--- src/rtl/fixed_ascii_pkg.sv ---
// rtl/fixed_ascii_pkg.sv - shared constants, state encoding and constant helpers for the ASCII converter
package fixed_ascii_pkg;

  localparam logic [7:0] ASCII_0     = 8'h30;
  localparam logic [7:0] ASCII_9     = 8'h39;
  localparam logic [7:0] ASCII_PLUS  = 8'h2B;
  localparam logic [7:0] ASCII_MINUS = 8'h2D;
  localparam logic [7:0] ASCII_DOT   = 8'h2E;
  localparam logic [7:0] ASCII_SP    = 8'h20;

  typedef enum logic [2:0] {
    S_IDLE,
    S_PREP,
    S_INT,
    S_FRAC,
    S_DONE
  } state_t;

  // 10^n as a 64-bit constant; digit counts stay well below 20
  function automatic longint unsigned pow10(input int n);
    longint unsigned p;
    p = 64'd1;
    for (int i = 0; i < n; i++) p = p * 64'd10;
    return p;
  endfunction

  // round(2^fb / (2*10^fd)): half of one unit of the last displayed digit
  function automatic longint unsigned round_const(input int fb, input int fd);
    return ((64'd1 << fb) + pow10(fd)) / (64'd2 * pow10(fd));
  endfunction

endpackage

--- src/rtl/decimal_digit_step.sv ---
// rtl/decimal_digit_step.sv - one decimal digit step: integer div/mod by 10 and fraction multiply by 10
module decimal_digit_step #(
  parameter int IW = 4,
  parameter int FW = 30
) (
  input  logic [IW-1:0] int_in,
  output logic [IW-1:0] int_quot,
  output logic [3:0]    int_digit,
  input  logic [FW-1:0] frac_in,
  output logic [FW-1:0] frac_out,
  output logic [3:0]    frac_digit
);

  logic [FW+3:0] prod;

  // integer side peels the least significant digit, fraction side produces the most significant one
  always_comb begin
    int_quot   = int_in / IW'(10);
    int_digit  = 4'(int_in % IW'(10));
    prod       = {4'b0000, frac_in} * (FW+4)'(10);
    frac_digit = prod[FW+3:FW];
    frac_out   = prod[FW-1:0];
  end

endmodule

--- src/rtl/fixed_to_ascii_converter.sv ---
// rtl/fixed_to_ascii_converter.sv - sequential signed fixed-point to ASCII decimal converter
module fixed_to_ascii_converter
  import fixed_ascii_pkg::*;
#(
  parameter int INT_BITS    = 3,
  parameter int FRAC_BITS   = 30,
  parameter int INT_DIGITS  = 2,
  parameter int FRAC_DIGITS = 4,
  parameter int ROUND       = 0,
  parameter int ZERO_PAD    = 1,
  localparam int BITS       = INT_BITS + FRAC_BITS,
  localparam int NUM_CHARS  = INT_DIGITS + FRAC_DIGITS + 2
) (
  input  logic                   i_clk,
  input  logic                   i_rst_n,
  input  logic                   i_valid,
  output logic                   o_ready,
  input  logic [BITS-1:0]        i_value,
  output logic                   o_valid,
  input  logic                   i_ready,
  output logic [NUM_CHARS*8-1:0] o_chars,
  output logic                   o_overflow
);

  function automatic logic [NUM_CHARS*8-1:0] reset_chars();
    logic [NUM_CHARS*8-1:0] r;
    for (int c = 0; c < NUM_CHARS; c++) r[8*c +: 8] = ASCII_0;
    r[8*(NUM_CHARS-1) +: 8] = ASCII_PLUS;
    r[8*FRAC_DIGITS +: 8]   = ASCII_DOT;
    return r;
  endfunction

  localparam logic [NUM_CHARS*8-1:0] RESET_CHARS = reset_chars();
  localparam logic [BITS:0]          RC_ADD      = (ROUND != 0) ? (BITS+1)'(round_const(FRAC_BITS, FRAC_DIGITS)) : '0;
  localparam longint unsigned        INT_LIMIT   = pow10(INT_DIGITS);

  state_t                 state_q, state_d;
  logic                   sign_q;
  logic [BITS-1:0]        mag_q;
  logic [INT_BITS:0]      iv_q;
  logic [FRAC_BITS-1:0]   fv_q;
  logic                   ovf_q;
  logic [7:0]             cnt_q;
  logic [NUM_CHARS*8-1:0] buf_q;

  logic [BITS:0]          rounded;
  logic [INT_BITS:0]      int_quot;
  logic [3:0]             int_digit;
  logic [FRAC_BITS-1:0]   frac_next;
  logic [3:0]             frac_digit;
  logic [7:0]             int_char;
  logic [7:0]             frac_char;
  logic                   int_last;
  logic                   frac_last;

  decimal_digit_step #(
    .IW (INT_BITS + 1),
    .FW (FRAC_BITS)
  ) u_step (
    .int_in     (iv_q),
    .int_quot   (int_quot),
    .int_digit  (int_digit),
    .frac_in    (fv_q),
    .frac_out   (frac_next),
    .frac_digit (frac_digit)
  );

  // digit characters, with saturation and optional blanking of leading integer zeros
  always_comb begin
    rounded   = {1'b0, mag_q} + RC_ADD;
    int_last  = (cnt_q == 8'(INT_DIGITS - 1));
    frac_last = (cnt_q == 8'(FRAC_DIGITS - 1));
    if (ovf_q)
      int_char = ASCII_9;
    else if (ZERO_PAD == 0 && cnt_q != 8'd0 && int_quot == '0 && int_digit == 4'd0)
      int_char = ASCII_SP;
    else
      int_char = ASCII_0 + {4'b0000, int_digit};
    frac_char = ovf_q ? ASCII_9 : ASCII_0 + {4'b0000, frac_digit};
  end

  assign o_ready = (state_q == S_IDLE);

  // state register
  always_ff @(posedge i_clk or negedge i_rst_n) begin
    if (!i_rst_n) state_q <= S_IDLE;
    else          state_q <= state_d;
  end

  // next-state: the result is held in DONE until the consumer takes it
  always_comb begin
    state_d = state_q;
    unique case (state_q)
      S_IDLE:  if (i_valid) state_d = S_PREP;
      S_PREP:  state_d = S_INT;
      S_INT:   if (int_last) state_d = S_FRAC;
      S_FRAC:  if (frac_last) state_d = S_DONE;
      S_DONE:  if (o_valid && i_ready) state_d = S_IDLE;
      default: state_d = S_IDLE;
    endcase
  end

  // datapath: capture, split, digit generation, then publish the assembled string
  always_ff @(posedge i_clk or negedge i_rst_n) begin
    if (!i_rst_n) begin
      sign_q     <= 1'b0;
      mag_q      <= '0;
      iv_q       <= '0;
      fv_q       <= '0;
      ovf_q      <= 1'b0;
      cnt_q      <= 8'd0;
      buf_q      <= RESET_CHARS;
      o_chars    <= RESET_CHARS;
      o_valid    <= 1'b0;
      o_overflow <= 1'b0;
    end else begin
      unique case (state_q)
        S_IDLE: begin
          if (i_valid) begin
            sign_q <= i_value[BITS-1];
            mag_q  <= i_value[BITS-1] ? (~i_value + BITS'(1)) : i_value;
          end
        end
        S_PREP: begin
          iv_q  <= rounded[BITS:FRAC_BITS];
          fv_q  <= rounded[FRAC_BITS-1:0];
          ovf_q <= (64'(rounded[BITS:FRAC_BITS]) >= INT_LIMIT);
          cnt_q <= 8'd0;
          buf_q[8*(NUM_CHARS-1) +: 8] <= sign_q ? ASCII_MINUS : ASCII_PLUS;
          buf_q[8*FRAC_DIGITS +: 8]   <= ASCII_DOT;
        end
        S_INT: begin
          buf_q[8*(FRAC_DIGITS + 1 + int'(cnt_q)) +: 8] <= int_char;
          iv_q  <= int_quot;
          cnt_q <= int_last ? 8'd0 : cnt_q + 8'd1;
        end
        S_FRAC: begin
          buf_q[8*(FRAC_DIGITS - 1 - int'(cnt_q)) +: 8] <= frac_char;
          fv_q  <= frac_next;
          cnt_q <= cnt_q + 8'd1;
        end
        S_DONE: begin
          if (!o_valid) begin
            o_chars    <= buf_q;
            o_overflow <= ovf_q;
            o_valid    <= 1'b1;
          end else if (i_ready) begin
            o_valid <= 1'b0;
          end
        end
        default: ;
      endcase
    end
  end

endmodule

--- config.mk ---
export PLATFORM = sky130hd
export DESIGN_NAME = fixed_to_ascii_converter
export DESIGN_NICKNAME = d
export VERILOG_FILES = /design/src/rtl/fixed_ascii_pkg.sv /design/src/rtl/decimal_digit_step.sv /design/src/rtl/fixed_to_ascii_converter.sv
export SDC_FILE = /design/constraint.sdc
export NUM_CORES = 1
export LEC_CHECK = 0
export CORE_UTILIZATION = 60
export DETAILED_ROUTE_END_ITERATION = 10
export PLACE_DENSITY = 0.83
export SLEW_MARGIN = 20
export SYNTH_ARGS = -nofsm -noshare
export SYNTH_HDL_FRONTEND = slang
export SYNTH_HIERARCHICAL = 1
export SYNTH_SLANG_ARGS = --single-unit
--- constraint.sdc ---
create_clock -name i_clk -period 6.4 [get_ports i_clk]
set_clock_uncertainty 0.05 [all_clocks]
set_input_delay 1.28 -clock i_clk [delete_from_list [all_inputs] [get_ports i_clk]]
set_output_delay 1.28 -clock i_clk [all_outputs]
set_load 0.005 [all_outputs]
==> Word level (Yosys, flattened, before mapping) <==
Cells that the tools add are included.
{ "classes": {"add_sub_neg": 8, "mul": 1, "n_div": 2, "magnitude_cmp": 0, "eq_ne": 10, "shift": 4, "mux": 19, "bitwise": 2, "n_reduce_logical": 9} }
{ "op_table": {"columns": ["operator", "count"], "rows": [
  ["bitwise mux 64 bit", 2],
  ["variable shift 8 x 33 -> 64 bit, first input constant", 2],
  ["indexed part select 8 x 33 -> 64 bit", 2],
  ["one-hot mux 8 bit (3 select lines)", 3],
  ["negator 12 -> 33 bit", 2],
  ["one-hot mux 32 bit (2 select lines)", 1],
  ["one-hot mux 30 bit (2 select lines)", 1],
  ["adder 33 x 1 -> 33 bit, second input constant", 1],
  ["multiplier 30 x 3 -> 33 bit, second input constant", 1],
  ["two-way mux 33 bit", 1],
  ["NOT 33 bit", 1],
  ["one-hot mux 16 bit (2 select lines)", 1],
  ["two-way mux 3 bit", 5],
  ["one-hot mux 3 bit (5 select lines)", 1],
  ["adder 6 x 4 -> 7 bit, first input constant", 2],
  ["adder 3 x 8 -> 9 bit, first input constant", 1],
  ["subtractor 2 x 8 -> 9 bit, first input constant", 1],
  ["adder 8 x 1 -> 8 bit, second input constant", 1],
  ["equality test 8 x 1 -> 1 bit, second input constant", 1],
  ["equality test 8 x 2 -> 1 bit, second input constant", 1],
  ["two-way mux 8 bit", 1],
  ["inequality test 2 bit, second input constant", 4],
  ["one-hot mux 4 bit (2 select lines)", 1],
  ["equality test 3 x 2 -> 1 bit, second input constant", 2],
  ["other kinds (12)", 16]
]} }
{ "word_totals": {"regBits": 208, "latch_bits": 0, "mem_bits_rw": 0, "romBits": 0, "in_bits": 37, "elab_cells": 65, "n_memories": 0} }

==> Depth between registers and ports, before layout <==
Gate-level depths: netlist of the first run.
{ "depth": {"depth_word": 5, "depth_mapped": 18, "ltp_nobuf": 15} }

==> Cells and area by module <==
Netlist of the first run, hierarchy kept.
{ "modules_own_cells": {"columns": ["mod", "instances", "cells_per_inst", "area_per_inst_um2"], "rows": [
  ["fixed_to_ascii_converter", 1, 951, 9426.5],
  ["decimal_digit_step", 1, 293, 2183.3]
]} }

==> Least setup slack after synthesis of the first run <==
Ideal clock, no wire load.
{ "synth_path": {"path_type": "flip-flop to flip-flop", "start": "register cnt_q[2]", "end": "register buf_q[58]", "arrival_time_ns": 4.081, "path_slack_ns": 2.148, "stages_incl_launch_ff": 15, "path_cell_list": "dfrtp_1 buf_2 or4_4 nor2_2 xnor2_1 or3_1 or2_2 ha_1 or4b_2 nor4_1 nand4_1 buf_2 o211ai_1 o211ai_1 o22a_1"} }
{ "synth_between": {"elab_chain_cells": 5, "elab_cells_between_ends": 11, "classes_between": "add/sub (4); shift (4); mux (3)"} }
{ "synth_lines": {"columns": ["element", "line", "source"], "rows": [
  ["start: declaration", "fixed_to_ascii_converter.sv:43", "logic [7:0] cnt_q;"],
  ["start signal: assignment", "fixed_to_ascii_converter.sv:135", "cnt_q <= int_last ? 8'd0 : cnt_q + 8'd1;"],
  ["start signal: assignment", "fixed_to_ascii_converter.sv:140", "cnt_q <= cnt_q + 8'd1;"],
  ["subtractor 2 x 8 -> 9 bit / adder 3 x 8 -> 9 bit (equally long branches)", "fixed_to_ascii_converter.sv:138, fixed_to_ascii_converter.sv:133", null],
  ["negator 12 -> 33 bit, on equally long branches", "fixed_to_ascii_converter.sv:138, fixed_to_ascii_converter.sv:133", null],
  ["indexed part select 8 x 33 -> 64 bit (tied with other cells)", "fixed_to_ascii_converter.sv:138", "buf_q[8*(FRAC_DIGITS - 1 - int'(cnt_q)) +: 8] <= frac_char;"],
  ["bitwise mux 64 bit, on equally long branches", "fixed_to_ascii_converter.sv:138, fixed_to_ascii_converter.sv:133", null],
  ["one-hot mux 8 bit (3 select lines) (*)", "fixed_to_ascii_converter.sv:117", "unique case (state_q)"],
  ["end signal: indexed assignment", "fixed_to_ascii_converter.sv:129", "buf_q[8*(NUM_CHARS-1) +: 8] <= sign_q ? ASCII_MINUS : ASCII_PLUS;"],
  ["end signal: indexed assignment", "fixed_to_ascii_converter.sv:133", "buf_q[8*(FRAC_DIGITS + 1 + int'(cnt_q)) +: 8] <= int_char;"],
  ["end signal: indexed assignment", "fixed_to_ascii_converter.sv:138", null],
  ["end: declaration", "fixed_to_ascii_converter.sv:44", "logic [NUM_CHARS*8-1:0] buf_q;"]
]} }
Mark *: on every way between the ends. The rest lies on a longest branch, timed or not.
A chain may end at the register's enable or synchronous reset.

==> Worst setup path after layout of the first run <==
{ "layout_path": {"start": "register cnt_q[0]", "end": "register buf_q[43]"} }
{ "layout_between": {"elab_chain_cells": 5, "elab_cells_between_ends": 11, "classes_between": "add/sub (4); shift (4); mux (3)"} }
{ "layout_lines": {"columns": ["element", "line"], "rows": [
  ["subtractor 2 x 8 -> 9 bit / adder 3 x 8 -> 9 bit (equally long branches)", "fixed_to_ascii_converter.sv:138, fixed_to_ascii_converter.sv:133"],
  ["negator 12 -> 33 bit, on equally long branches", "fixed_to_ascii_converter.sv:138, fixed_to_ascii_converter.sv:133"],
  ["indexed part select 8 x 33 -> 64 bit (tied with other cells)", "fixed_to_ascii_converter.sv:138"],
  ["bitwise mux 64 bit, on equally long branches", "fixed_to_ascii_converter.sv:138, fixed_to_ascii_converter.sv:133"],
  ["one-hot mux 16 bit (2 select lines) (*)", "fixed_to_ascii_converter.sv:117"]
]} }
Marks and branches as above.

==> results of run 1 <==
==> registers in the layout, indices dropped and copies added (netlist names) <==
signal and flops:
buf_q 46, cnt_q 8, fv_q 30, iv_q 4
mag_q 33, o_chars 46, o_valid 1, sign_q 1
state_q 3
==> cell families after synthesis <==
logic type,after synthesis
AO/OA/AOI/OAI,339
flip-flops,172
buffers and inverters,109
XOR/XNOR,65
multiplexers,80
other,2
AND/OR/NAND/NOR,405
adder cells (fa/ha/maj),72
==> worst max-delay path, stage by stage, from the launching register on <==
cell and delay, ps:
dfrtp_1 680, ha_1 490, nand2_1 190, nor3b_1 220, a21oi_1 140, or3_1 410
or2_2 290, ha_1 300, or4b_2 630, nor4_1 310, nand4_1 140, buf_4 220
nor2_1 490, nand2_1 250, nand3_1 150, o211ai_1 110
==> layer usage <==
metal	vias up	wire, um
met4	0	789
met1	4725	11700
li1	4648	-
met2	373	13600
met5	-	0
met3	63	1340
==> where the power goes <==
group          leakage [nW]  switching, mW  internal [mW]  total (mW)
Combinational          3.39           2.14           1.54        3.68
Clock                 0.300          0.536          0.541        1.08
Sequential             2.08          0.327           1.55        1.87
==> area by class of cell <==
| cell class | count | area (um^2) | area share [%] |
|---|---|---|---|
| inverter | 23 | 86.3 | 0.655 |
| timing repair buffer | 103 | 1000 | 7.60 |
| clock buffer | 17 | 425 | 3.23 |
| tap | 260 | 325 | 2.47 |
| multi-input combinational | 978 | 6800 | 51.5 |
| clock inverter | 15 | 213 | 1.61 |
| sequential | 172 | 4340 | 32.9 |
==> final timing paths <==
| kind | startpoint | end | slack [ps] | depth (start not counted) |
|---|---|---|---|---|
| min in group asynchronous | i_rst_n | cnt_q[7] | 840 | 1 |
| max in group asynchronous | i_rst_n | mag_q[18] | 4150 | 2 |
| max | cnt_q[0] | buf_q[43] | 1190 | 15 |
| min | mag_q[22] | mag_q[22] | 430 | 2 |
| min reg2reg | mag_q[22] | mag_q[22] | 430 | 2 |
| max reg2reg | cnt_q[0] | buf_q[43] | 1190 | 15 |
==> synth_stat cells, types with 28 or more instances <==
cell type  number
nand2_1       153
dfrtp_1       144
o21ai_0       116
ha_1           71
nor2_1         52
a21oi_1        47
mux2_2         47
nand3_1        43
xor2_1         43
clkbuf_1       39
mux2i_1        32
dfstp_2        28
o211ai_1       28
==> per-stage QoR <==
stage | hold WS, ps | setup WS, ps
floorplan | 394 | 2150
global placement | 411 | 1420
detailed placement | 420 | 1270
CTS | 437 | 1270
global route | 461 | 791
finish | 432 | 1190
==> run_results.csv, run 1 <==
group,metric,value,unit
clock_tree,cts-resized-gates,0,
drt,via_per_inst,6.26,
die,pin_count,104,
clock_tree,numCtsBuffers,17,
grt,grt_first_pass_wirelength,45600,um
drt,drc,0,
cells_and_area,final_layout_size_suffix_gt1_share,12.3,%
clock_tree,insertion_delay,440,ps
sta,fmax,192,MHz
die,die_x,141,um
synth,yosys_register_bits,172,
sta,tightest_slew,1080,ps
synth,synth_async_sr_flop_share,100,%
sta,setup_tns,0,ps
clock_tree,cts_tree,"yes",
power_and_ir_drop,irDropWorstVdd,0.286,mV
clock_tree,clk_path_buf_depth,2,
clock_tree,htreeDepth,4,
synth,synthTopCellsByArea,"dfrtp_1 31%, ha_1 7.7%, dfstp_2 6.3%",
die,die_y,141,um
placed_design,gp_congestion,0.952,
grt,grt_pass1_vias,9424,
sta,finalWorstPathRequiredPeriod,5210,ps
placed_design,port_buffers,90,
grt,grt_util_met1,36.5,%
hold_path,holdCritPathClass,"reg -> reg",
synth,synth_compound_area_share,19.8,%
die,coreArea,18800,um^2
drt,wirelength,27400,um
grt,track_usage,28.6,%
drt,drt_iter0_drc,704,
clock_tree,cts_hold_buf,0,
synth,ys_dominant_reg_cell,"dfrtp_1",
flow_run,maxCapViolations,0,
drt,wl_per_cell,17.5,um
drt,dr.pass1.iters,6,
cells_and_area,syn2layout_area_growth,13.6,%
synth,yosysSeqAreaShare,37.4,%
cells_and_area,n_antenna_cell,0,
sta,min_period_over_period,81.4,%
placed_design,placed_cells,1536,
synth,synth_top_family_by_area,"compound AO/OA/AOI/OAI gates",
grt,grtUsageMet3,4.01,%
worst_setup_path,cp-end-kind,"flop",
grt,use_met2,48.9,%
synth,yosys_warnings,6,
drt,vias,9809,
synth,synth-simple-area-share,18.0,%
grt,antenna_found_initial,0,
synth,synth_edf_count,0,
power_and_ir_drop,powerDensity,503,nW/um^2
sta,setup_violations,0,
power_and_ir_drop,totalPowerFinal,6.63,mW
worst_setup_path,arrival,5470,ps
synth,synth_cells,1244,
power_and_ir_drop,leakage,5.76,nW
grt,grt-ovfl-total,0,
clock_tree,clkTransAtPathRegs,80,ps
placed_design,placed_cell_area,12500,um^2
worst_setup_path,required,6660,ps
cells_and_area,mostFrequentLayoutCell,"nand2_1",
sta,max_slew_margin,27.8,%
clock_tree,clkSinkCount,172,
die,fp-row-count,50,
cells_and_area,final_cells,1568,
clock_tree,cts_setup_buffers,0,
synth,syn_avg_cell_area,9.33,um^2
die,dieArea,19900,um^2
cells_and_area,finish.instance_area,13200,um^2
worst_setup_path,path_max_fanout,19,
synth,synth_xor_area_share,4.90,%
cells_and_area,final_nets,1404,
sta,slew_violations,0,
status,status,"complete, no violations",
grt,grt_max_degree,114,
synth,yosys.cell_types.count,92,
drt,antenna_left,0,
cells_and_area,fill_cells,1436,
cells_and_area,fin_util,70.0,%
synth,yosysTopAreaCellShare,31.0,%
cells_and_area,most-common-layout-cells,"153 x nand2_1, 143 x dfrtp_1, 116 x o21ai_0",
grt,top_usage_layer,"met2",
die,initial_core_util,61.7,%
clock_tree,cts_root_buffer,"clkbuf_16",
worst_setup_path,crit_type,"reg -> reg",
synth,muxShareOfSynthArea,7.41,%
synth,syn_area,11600,um^2
sta,grt_setup_unrepaired,"no",
worst_setup_path,startpoint_type,"flop",
synth,synth_area_leader_cell,"dfrtp_1",
sta,hold_viol,0,
placed_design,dp.final_hpwl,19900,um
synth,yosys.area_share.adder,7.82,%
Power figures use the tool's default switching activity.
==> run 2, diff against run 1 <==
--- a/config.mk
+++ b/config.mk
@@ -5,9 +5,9 @@
 export SDC_FILE = /design/constraint.sdc
 export NUM_CORES = 1
 export LEC_CHECK = 0
-export CORE_UTILIZATION = 60
+export CORE_UTILIZATION = 53
 export DETAILED_ROUTE_END_ITERATION = 10
-export PLACE_DENSITY = 0.83
+export PLACE_DENSITY = 0.77
 export SLEW_MARGIN = 20
 export SYNTH_ARGS = -nofsm -noshare
 export SYNTH_HDL_FRONTEND = slang
==> constraint.sdc (replaced) <==
create_clock -name i_clk -period 4.3 [get_ports i_clk]
set_clock_uncertainty 0.05 [all_clocks]
set_input_delay 0.86 -clock i_clk [delete_from_list [all_inputs] [get_ports i_clk]]
set_output_delay 0.86 -clock i_clk [all_outputs]
set_load 0.005 [all_outputs]
==> run_results.csv, run 2 (same netlist as run 1, synthesis figures left out) <==
group,metric,value,unit
clock_tree,clk_path_buf_depth,2,
power_and_ir_drop,irDropWorstVdd,0.392,mV
power_and_ir_drop,totalPowerFinal,10.1,mW
clock_tree,htreeDepth,4,
worst_setup_path,cp-end-kind,"flop",
die,dieArea,22500,um^2
cells_and_area,syn2layout_area_growth,16.2,%
clock_tree,clkSinkCount,172,
clock_tree,numCtsBuffers,17,
sta,max_slew_margin,38.0,%
status,status,"complete, no violations",
sta,min_period_over_period,97.4,%
grt,grt_first_pass_wirelength,46200,um
die,pin_count,104,
sta,setup_violations,0,
clock_tree,insertion_delay,440,ps
cells_and_area,final_nets,1434,
cells_and_area,finish.instance_area,13500,um^2
cells_and_area,most-common-layout-cells,"151 x nand2_1, 143 x dfrtp_1, 116 x o21ai_0",
drt,dr.pass1.iters,6,
grt,track_usage,25.8,%
clock_tree,clkTransAtPathRegs,70,ps
worst_setup_path,arrival,4480,ps
cells_and_area,mostFrequentLayoutCell,"nand2_1",
placed_design,port_buffers,90,
sta,slew_violations,0,
cells_and_area,top_regs,"buf_q x46, o_chars x46, mag_q x33",
worst_setup_path,startpoint_type,"flop",
grt,grt-ovfl-total,0,
cells_and_area,n_antenna_cell,0,
sta,fmax,239,MHz
sta,finalWorstPathRequiredPeriod,4190,ps
clock_tree,cts_root_buffer,"clkbuf_16",
die,coreArea,21200,um^2
sta,tightest_slew,927,ps
drt,vias,9794,
worst_setup_path,path_max_fanout,5,
drt,wirelength,27800,um
placed_design,gp_congestion,0.896,
power_and_ir_drop,leakage,5.93,nW
worst_setup_path,worstRegToRegCells,17,
grt,grt_max_degree,91,
worst_setup_path,required,4590,ps
placed_design,placed_cell_area,12800,um^2
cells_and_area,fill_cells,1826,
drt,via_per_inst,6.07,
worst_setup_path,r2r_start,"cnt_q[2]",
die,die_y,150,um
drt,drc,0,
grt,grt_pass1_vias,9511,
die,die_x,150,um
drt,antenna_left,0,
power_and_ir_drop,powerDensity,747,nW/um^2
worst_setup_path,r2r_end,"buf_q[24]",
drt,drt_iter0_drc,854,
clock_tree,cts_hold_buf,0,
cells_and_area,final_layout_size_suffix_gt1_share,15.5,%
die,fp-row-count,53,
die,initial_core_util,54.7,%
clock_tree,cts_tree,"yes",
flow_run,maxCapViolations,0,
drt,wl_per_cell,17.3,um
hold_path,holdCritPathClass,"in -> async",
worst_setup_path,crit_type,"reg -> reg",
grt,antenna_found_initial,0,
worst_setup_path,reg2reg_slack,110,ps
placed_design,dp.final_hpwl,20300,um
sta,hold_viol,0,
-- run 2: cell count changes in the layout (fill, tap and decap cells not counted), sizes merged --
cell	delta
bufinv	+1
clkinv	-2
buf	+31
clkbuf	-1
inv	+1
-- run 2: report_power, final --
| group | switching, mW | internal, mW | leakage [nW] |
|---|---|---|---|
| sequential | 0.485 | 2.30 | 2.08 |
| combinational | 3.21 | 2.47 | 3.55 |
| clock | 0.762 | 0.845 | 0.300 |
-- run 2: worst max-delay path, cell delays in order (launching register included) --
cell      delay, ps
dfrtp_1         430
inv_2           110
ha_1            180
nand2_2         100
nor3b_2         230
a21oi_2         100
or3_1           400
or2_2           290
ha_1            300
or4b_2          650
nor4_2          150
nand4_1         110
buf_4           190
nor3_1          190
buf_4           170
and2_2          200
a22oi_1         110
o211ai_1        130
-- run 2: stage by stage --
stage	hold slack (ps)	worst slack (ps)	util, %	std cells	setup TNS, ps
after CTS	439	14.6	63.2	1611	0
after floorplan	394	47.6	-	1259	0
after detailed placement	422	27.0	60.2	1579	0
after global placement	411	117	60.2	1579	0
after global routing	447	-46.4	63.6	1613	-459
final	408	110	63.6	1613	0
-- run 2: area by class of cell --
| cell class | count | area [um^2] | area share, % |
|---|---|---|---|
| multi-input cells | 978 | 6870 | 50.9 |
| flip-flops and latches | 172 | 4340 | 32.2 |
| repair buffers | 133 | 1230 | 9.12 |
| clock buffers | 17 | 425 | 3.15 |
| well taps | 275 | 344 | 2.55 |
| clock inverters | 15 | 199 | 1.47 |
| inverters | 23 | 86.3 | 0.640 |
-- run 2: per-layer routing --
layer | up-vias | track usage (%) | wire length [um]
met3 | 58 | 3.78 | 1400
met1 | 4704 | 32.3 | 11900
met2 | 327 | 44.5 | 13800
met5 | - | 0 | 0
met4 | 0 | 10.2 | 732
li1 | 4705 | - | -
-- run 2: how the worst max path moves through the flow --
| stage | start | end |
|---|---|---|
| after CTS | cnt_q[3] | buf_q[35] |
| after detailed placement | cnt_q[2] | buf_q[26] |
| final | cnt_q[2] | buf_q[24] |
| after global placement | cnt_q[2] | buf_q[33] |
| after global routing | cnt_q[2] | buf_q[58] |
| after floorplan | cnt_q[2] | buf_q[58] |
-- run 2: what timing repair did --
item | 4_1_cts | 5_1_grt
setup buffers | 0 | 1
setup endpoints to repair | 0 | 41
gates resized for setup | 0 | 20
hold endpoints to repair | 0 | 0
